--- config.mk ---
export PLATFORM = sky130hd
export DESIGN_NAME = unidade_controle_flat
export DESIGN_NICKNAME = d
export VERILOG_FILES = /design/src/rtl/unidade_controle_if.sv /design/src/rtl/unidade_controle.sv /design/src/flat_wrapper.sv
export SDC_FILE = /design/constraint.sdc
export NUM_CORES = 1
export LEC_CHECK = 0
export ABC_AREA = 1
export CAP_MARGIN = 20
export CORE_UTILIZATION = 35
export CTS_CLUSTER_DIAMETER = 60
export DETAILED_ROUTE_END_ITERATION = 7
export PLACE_DENSITY_LB_ADDON = 0.08
export SLEW_MARGIN = 10
export SYNTH_ARGS = -nofsm -noshare
export SYNTH_HDL_FRONTEND = slang
export SYNTH_SLANG_ARGS = --single-unit
--- constraint.sdc ---
create_clock -name Clock -period 3.25 [get_ports Clock]
set_clock_uncertainty 0.1 [all_clocks]
set_input_delay 0.65 -clock Clock [delete_from_list [all_inputs] [get_ports Clock]]
set_output_delay 0.65 -clock Clock [all_outputs]
set_load 0.01 [all_outputs]
--- src/rtl/unidade_controle_if.sv ---
// Control-unit signal bundle for the 9-bit simple processor.
// master: datapath/upstream side (drives Run, IR, Gnz; observes control lines).
// slave : unidade_controle (consumes Run, IR, Gnz; drives control lines).
interface unidade_controle_if #(
  parameter int unsigned IR_W = 9,
  parameter int unsigned NREG = 8
);
  logic            Run;
  logic [IR_W-1:0] IR;
  logic            Gnz;
  logic            IRin;
  logic [NREG-1:0] Rout;
  logic [NREG-1:0] Rin;
  logic            DINout;
  logic            Gout;
  logic            Ain;
  logic            Gin;
  logic            AddSub;
  logic            Done;
  logic [1:0]      Tstep;

  modport master (
    output Run, IR, Gnz,
    input  IRin, Rout, Rin, DINout, Gout, Ain, Gin, AddSub, Done, Tstep
  );

  modport slave (
    input  Run, IR, Gnz,
    output IRin, Rout, Rin, DINout, Gout, Ain, Gin, AddSub, Done, Tstep
  );
endinterface

--- src/rtl/unidade_controle.sv ---
// Control FSM for the 9-bit simple processor.
// Sequences each instruction (IR = III XXX YYY) over timesteps T0..T3 and
// drives IR load, bus selects, register/A/G enables and ALU mode.
// Optional feature: define MVNZ_EN to decode opcode 100 as mvnz Rx,Ry
// (conditional move on G != 0); otherwise opcode 100 is a NOP.
// Resetn is active-high and synchronous despite its name.
module unidade_controle #(
  parameter int unsigned IR_W = 9,
  parameter int unsigned NREG = 8
) (
  input  logic                 Clock,
  input  logic                 Resetn,
  unidade_controle_if.slave    bus
);

  typedef enum logic [1:0] {
    T0 = 2'd0,
    T1 = 2'd1,
    T2 = 2'd2,
    T3 = 2'd3
  } tstep_e;

  tstep_e tstep_q, tstep_d;

  logic [2:0]      opcode;
  logic [NREG-1:0] rx_oh;
  logic [NREG-1:0] ry_oh;

  assign opcode = bus.IR[IR_W-1 -: 3];
  assign rx_oh  = NREG'(1) << bus.IR[5:3];
  assign ry_oh  = NREG'(1) << bus.IR[2:0];

`ifndef MVNZ_EN
  // Gnz only matters for mvnz; keep it referenced so the port stays visible.
  logic unused_gnz;
  assign unused_gnz = bus.Gnz;
`endif

  // Timestep register; reset wins over any pending transition.
  always_ff @(posedge Clock) begin
    if (Resetn) tstep_q <= T0;
    else        tstep_q <= tstep_d;
  end

  // Next-timestep and control-line decode from (Tstep, IR, Gnz).
  always_comb begin
    tstep_d    = tstep_q;
    bus.IRin   = 1'b0;
    bus.Rout   = '0;
    bus.Rin    = '0;
    bus.DINout = 1'b0;
    bus.Gout   = 1'b0;
    bus.Ain    = 1'b0;
    bus.Gin    = 1'b0;
    bus.AddSub = 1'b0;
    bus.Done   = 1'b0;

    unique case (tstep_q)
      T0: begin
        bus.IRin = 1'b1;
        tstep_d  = bus.Run ? T1 : T0;
      end
      T1: begin
        case (opcode)
          3'b000: begin
            bus.Rout = ry_oh;
            bus.Rin  = rx_oh;
            bus.Done = 1'b1;
          end
          3'b001: begin
            bus.DINout = 1'b1;
            bus.Rin    = rx_oh;
            bus.Done   = 1'b1;
          end
          3'b010, 3'b011: begin
            bus.Rout = rx_oh;
            bus.Ain  = 1'b1;
          end
`ifdef MVNZ_EN
          3'b100: begin
            if (bus.Gnz) begin
              bus.Rout = ry_oh;
              bus.Rin  = rx_oh;
            end
            bus.Done = 1'b1;
          end
`endif
          default: bus.Done = 1'b1;
        endcase
        tstep_d = bus.Done ? T0 : T2;
      end
      // T2/T3 are only reached by add/sub.
      T2: begin
        bus.Rout   = ry_oh;
        bus.Gin    = 1'b1;
        bus.AddSub = (opcode == 3'b011);
        tstep_d    = T3;
      end
      T3: begin
        bus.Gout = 1'b1;
        bus.Rin  = rx_oh;
        bus.Done = 1'b1;
        tstep_d  = T0;
      end
      default: tstep_d = T0;
    endcase
  end

  assign bus.Tstep = tstep_q;

endmodule

--- src/flat_wrapper.sv ---
// flat-port wrapper written by rule: the top's interface ports become plain ports
module unidade_controle_flat 
#(
  parameter int unsigned IR_W = 9,
  parameter int unsigned NREG = 8
)
  (Clock, Resetn, bus_Run, bus_IR, bus_Gnz, bus_IRin, bus_Rout, bus_Rin, bus_DINout, bus_Gout, bus_Ain, bus_Gin, bus_AddSub, bus_Done, bus_Tstep);
  unidade_controle_if #(.IR_W(IR_W), .NREG(NREG)) bus_i ();
  input  logic Clock;
  input  logic Resetn;
  input wire logic [$bits(bus_i.Run)-1:0] bus_Run;
  input wire logic [$bits(bus_i.IR)-1:0] bus_IR;
  input wire logic [$bits(bus_i.Gnz)-1:0] bus_Gnz;
  output wire logic [$bits(bus_i.IRin)-1:0] bus_IRin;
  output wire logic [$bits(bus_i.Rout)-1:0] bus_Rout;
  output wire logic [$bits(bus_i.Rin)-1:0] bus_Rin;
  output wire logic [$bits(bus_i.DINout)-1:0] bus_DINout;
  output wire logic [$bits(bus_i.Gout)-1:0] bus_Gout;
  output wire logic [$bits(bus_i.Ain)-1:0] bus_Ain;
  output wire logic [$bits(bus_i.Gin)-1:0] bus_Gin;
  output wire logic [$bits(bus_i.AddSub)-1:0] bus_AddSub;
  output wire logic [$bits(bus_i.Done)-1:0] bus_Done;
  output wire logic [$bits(bus_i.Tstep)-1:0] bus_Tstep;
  assign bus_i.Run = bus_Run;
  assign bus_i.IR = bus_IR;
  assign bus_i.Gnz = bus_Gnz;
  assign bus_IRin = bus_i.IRin;
  assign bus_Rout = bus_i.Rout;
  assign bus_Rin = bus_i.Rin;
  assign bus_DINout = bus_i.DINout;
  assign bus_Gout = bus_i.Gout;
  assign bus_Ain = bus_i.Ain;
  assign bus_Gin = bus_i.Gin;
  assign bus_AddSub = bus_i.AddSub;
  assign bus_Done = bus_i.Done;
  assign bus_Tstep = bus_i.Tstep;
  unidade_controle #(.IR_W(IR_W), .NREG(NREG)) u_core (.Clock(Clock), .Resetn(Resetn), .bus(bus_i));
endmodule
-- Yosys cells after proc, flatten, opt, wreduce, memory -nomap -nowiden
Index checks and enable logic that the tools add are counted.
- register bits: 2
- latch bits: 0
- memory bits (writable): 0
- ROM bits: 0
- bits of input ports: 13
- memories: 0
- add/subtract/negate cells: 0
- multipliers: 0
- divide/modulo/power cells: 0
- $lt $le $gt $ge: 0
- eq/ne operators: 6
- shifts and indexed selects: 2
- multiplexer cells: 18
- bitwise operators: 0
- reduce and logical (&&, ||, !) cells: 4
- operators by type and width (operator ; number):
    one-hot mux 8 bit (2 select lines) ; 3
    << shifter 1 x 3 -> 8 bit, first input constant ; 2
    2-to-1 mux 1 bit ; 11
    2-to-1 mux 8 bit ; 1
    one-hot mux 2 bit (4 select lines) ; 1
    equality test 3 x 2 -> 1 bit, second input constant ; 2
    equality test 2 bit, second input constant ; 2
    OR reduction 2 bit ; 2
    equality test 3 x 1 -> 1 bit, second input constant ; 1
    zero test 3 bit ; 1
    equality test 2 x 1 -> 1 bit, second input constant ; 1
    zero test 2 bit ; 1
    2-to-1 mux 2 bit ; 1
    one-hot mux 1 bit (2 select lines) ; 1

-- Depth between registers and ports, before layout
- depth after elaboration: 6
- depth in mapped cells: 8
- depth with buffers taken out: 8

-- Least setup slack after synthesis
No wires, ideal clock.
- path type: input -> output
- start point: input bus_IR[4]
- end point: output bus_Rout[4]
- data arrival time: 1320 ps
- required time: 2500 ps
- setup slack: 1180 ps
- stages on the path: 5
- cell sequence: buf_6 > inv_2 > nand3_1 > or2_1 > a21oi_1
- longest elaborated chain between the ends: 3
- ends and longest elaborated chain (what ; RTL line ; source):
    from (decl) ; flat_wrapper.sv:12 ; input wire logic [$bits(bus_i.IR)-1:0] bus_IR;
    << shifter 1 x 3 -> 8 bit ; unidade_controle.sv:30 ; assign rx_oh = NREG'(1) << bus.IR[5:3];
    one-hot mux 8 bit (2 select lines) ; unidade_controle.sv:64 ; case (opcode)
    one-hot mux 8 bit (2 select lines) ; unidade_controle.sv:58 ; unique case (tstep_q)
    to (decl) ; flat_wrapper.sv:15 ; output wire logic [$bits(bus_i.Rout)-1:0] bus_Rout;
No other way between the ends.

-- Final worst setup path
- start point: input bus_IR[7]
- end point: output bus_Rin[2]
- longest elaborated chain between the ends: 4
- elaborated cells on any way between the ends: 5
- classes of those cells: 1 x eq/ne; 2 x mux; 2 x reduce/logical
- ends and longest elaborated chain (what ; RTL line ; source):
    equality test 3 x 1 -> 1 bit or zero test 3 bit (tied branches) ; unidade_controle.sv:64 ;
    OR reduction 2 bit (no source line) * ; n/a ;
    2-to-1 mux 8 bit * ; unidade_controle.sv:64 ;
    one-hot mux 8 bit (2 select lines) * ; unidade_controle.sv:58 ;
    to (decl) ; flat_wrapper.sv:16 ; output wire logic [$bits(bus_i.Rin)-1:0] bus_Rin;
Every way passes the cells marked *; elsewhere a longest branch is shown, timed or not.

==> impl_metrics.ini <==
[global_routing]
gr-usage-met3_pct = 3.47
grt_start_max_net_pins = 9
grt_pass1_vias = 512
use_met2_pct = 27.9
overflow = 0
grt_antenna_before_repair = 0
grtUsageMet1_pct = 27.1
busiest_layer = met2
grt_first_pass_wirelength_mm = 2.06
grt_usage_pct = 19.5

[detailed_routing]
vias = 695
firstDrtPassIters = 4
drc_errors = 0
antenna_left = 0
routed_via_density = 4.83
wl_per_cell_um = 9.18
first_iter_violations = 8
wl_mm = 1.32

[cells_and_area]
final_nets = 148
layoutNonFillerInstCount = 144
fillCellCount = 128
area_growth_pct = 83.9
postLayoutCellArea_um2 = 888
layout_commonest_cell = clkdlybuf4s50_1
diodes = 0
final_cell_mix = 36 x clkdlybuf4s50_1, 14 x nor2_1, 13 x inv_1, 13 x nand3_1, 11 x nand2_1
final_layout_size_suffix_gt1_share_pct = 10.9

[clocking]
clockRootBuffer = clkbuf_4
cts.repair.resized = 0
cts.clk_slew.worst_paths_ns = 0.03
cts_sinks = 2
clk_latency_ns = 0.22
post-cts-setup-buffer-count = 0
cts_buffers = 3
htreeDepth = 1
clock_path_buffers = 2
cts_tree = built
postCtsHoldBufs = 0

[sta]
worstMarginPinSlew_ns = 0.265
setup_viol = 0
fmax_mhz = 321
finalCritPeriodShare_pct = 95.7
maxSlewHeadroom_pct = 82.2
tns_ns = 0
whs_ns = 0.446
slew_viol_final = 0
hold_viol = 0
rsz0062_at_grt = false
fin_crit_ns = 3.11

[power]
leakagePower_nw = 0.364
ir_drop_mv = 0.213
power_density_nw_per_um2 = 186
p_total_mw = 0.166

[yosys]
synth-adder-area-share_pct = 10.4
synth_compound_area_share_pct = 12.7
synthXorXnorAreaFrac_pct = 0
yosys.area_share.simple_pct = 51.6
ys.warnings.count = 0
ys_ff_latch = 2
syn_inst = 89
yosysSeqAreaShare_pct = 8.29
synthDistinctLibCells = 18
synth_mux_area_share_pct = 0
synth_area_per_cell_um2 = 5.43
synthesis.area_um2 = 483
synth_top_family_by_area = simple AND/OR/NAND/NOR gates
syn-num-nets = 106

[setup_path]
crit_fanout = 8
timing.rr.start = u_core.bus.Tstep[0]$_SDFF_PP0_
timing.rr.end = u_core.bus.Tstep[0]$_SDFF_PP0_
crit_type = input port to output port
startpoint_type = input port
rrSetupSlack_ns = 1.96
critPathCaptureType = output port
worstPathArrival_ns = 2.36
r2r_cells = 6
crit_required_ns = 2.50

[placed_design]
placed_area_um2 = 866
numPortBuffers = 36
place_inst = 141
place.gp.congestion = 0.704
dp_hpwl_mm = 1.09

[die]
rows = 13
dieHeight_um = 39.1
die_w_um = 39.1
start_util_pct = 37.6
core_um2 = 1280
dieArea_um2 = 1530
ios = 38

[worst_hold_path]
holdPathStages = 2
hold_class = register to register

[run_status]
status = finished, final reports clean

[run]
max_cap_violations = 0
-- cell usage after synthesis --
cell type | number | area [um^2]
a211oi_1 | 1 | 7.51
a21o_2 | 1 | 8.76
a21oi_1 | 9 | 45.0
buf_4 | 1 | 7.51
buf_6 | 1 | 11.3
dfxtp_1 | 2 | 40.0
ha_1 | 4 | 50.1
inv_1 | 13 | 48.8
inv_2 | 4 | 15.0
nand2_1 | 11 | 41.3
nand2_2 | 1 | 6.26
nand3_1 | 13 | 65.1
nand3_2 | 1 | 10.0
nor2_1 | 14 | 52.6
nor2_2 | 1 | 6.26
nor3_1 | 6 | 30.0
nor4_1 | 4 | 25.0
or2_1 | 2 | 12.5
-- cell type report --
cell class,instances,area [um^2],area share [%]
Clock buffer,3,22.5,2.54
Multi-Input combinational cell,68,360,40.6
Timing Repair Buffer,39,383,43.1
Tap cell,15,18.8,2.11
Sequential cell,2,40.0,4.51
Inverter,17,63.8,7.18
-- cell families (layout without fill, tap and decap cells) --
| kind of cell | after synthesis | in the layout |
|---|---|---|
| flip-flops | 2 | 2 |
| AO/OA/AOI/OAI | 11 | 11 |
| AND/OR/NAND/NOR | 53 | 53 |
| buffers and inverters | 19 | 59 |
| adder cells (fa/ha/maj) | 4 | 4 |
-- power by group --
part	leakage [nW]	internal (mW)	switching (mW)
combinational	0.333	0.0400	0.0426
clock	0.0138	0.0406	0.0127
sequential	0.0165	0.0268	0.00284
-- through the flow --
stage                     utilization, %  worst slack (ns)
after floorplan                        -              1.18
after global placement              67.4             0.183
after detailed placement            67.4             0.168
after CTS                           69.1             0.138
after global routing                69.1            0.0251
final                               69.1             0.139
-- routing by layer --
metal / part of all wire (%) / vias to the layer above
met1: 51 / 296
met5: 0 / -
met3: 4.5 / 0
met4: 0 / 0
met2: 45 / 22
li1: - / 377
-- worst max-delay path, cell delays in order --
cell	delay (ns)
clkdlybuf4s50_1	0.47
nor2_1	0.18
a21oi_1	0.10
buf_4	0.16
nor4_1	0.20
clkdlybuf4s50_1	0.59
-- worst max path at each step --
stage / cells past startpoint / slack [ns] / start / to
2_1_floorplan: 5 / 1.18 / bus_IR[4] / bus_Rout[4]
3_3_place_gp: 6 / 0.18 / bus_IR[7] / bus_Rin[2]
3_5_place_dp: 6 / 0.17 / bus_IR[7] / bus_Rin[2]
4_1_cts: 6 / 0.14 / bus_IR[7] / bus_Rin[2]
5_1_grt: 6 / 0.03 / bus_IR[5] / bus_Rout[2]
6_report: 6 / 0.14 / bus_IR[7] / bus_Rin[2]
(Power assumes the default switching activity.)
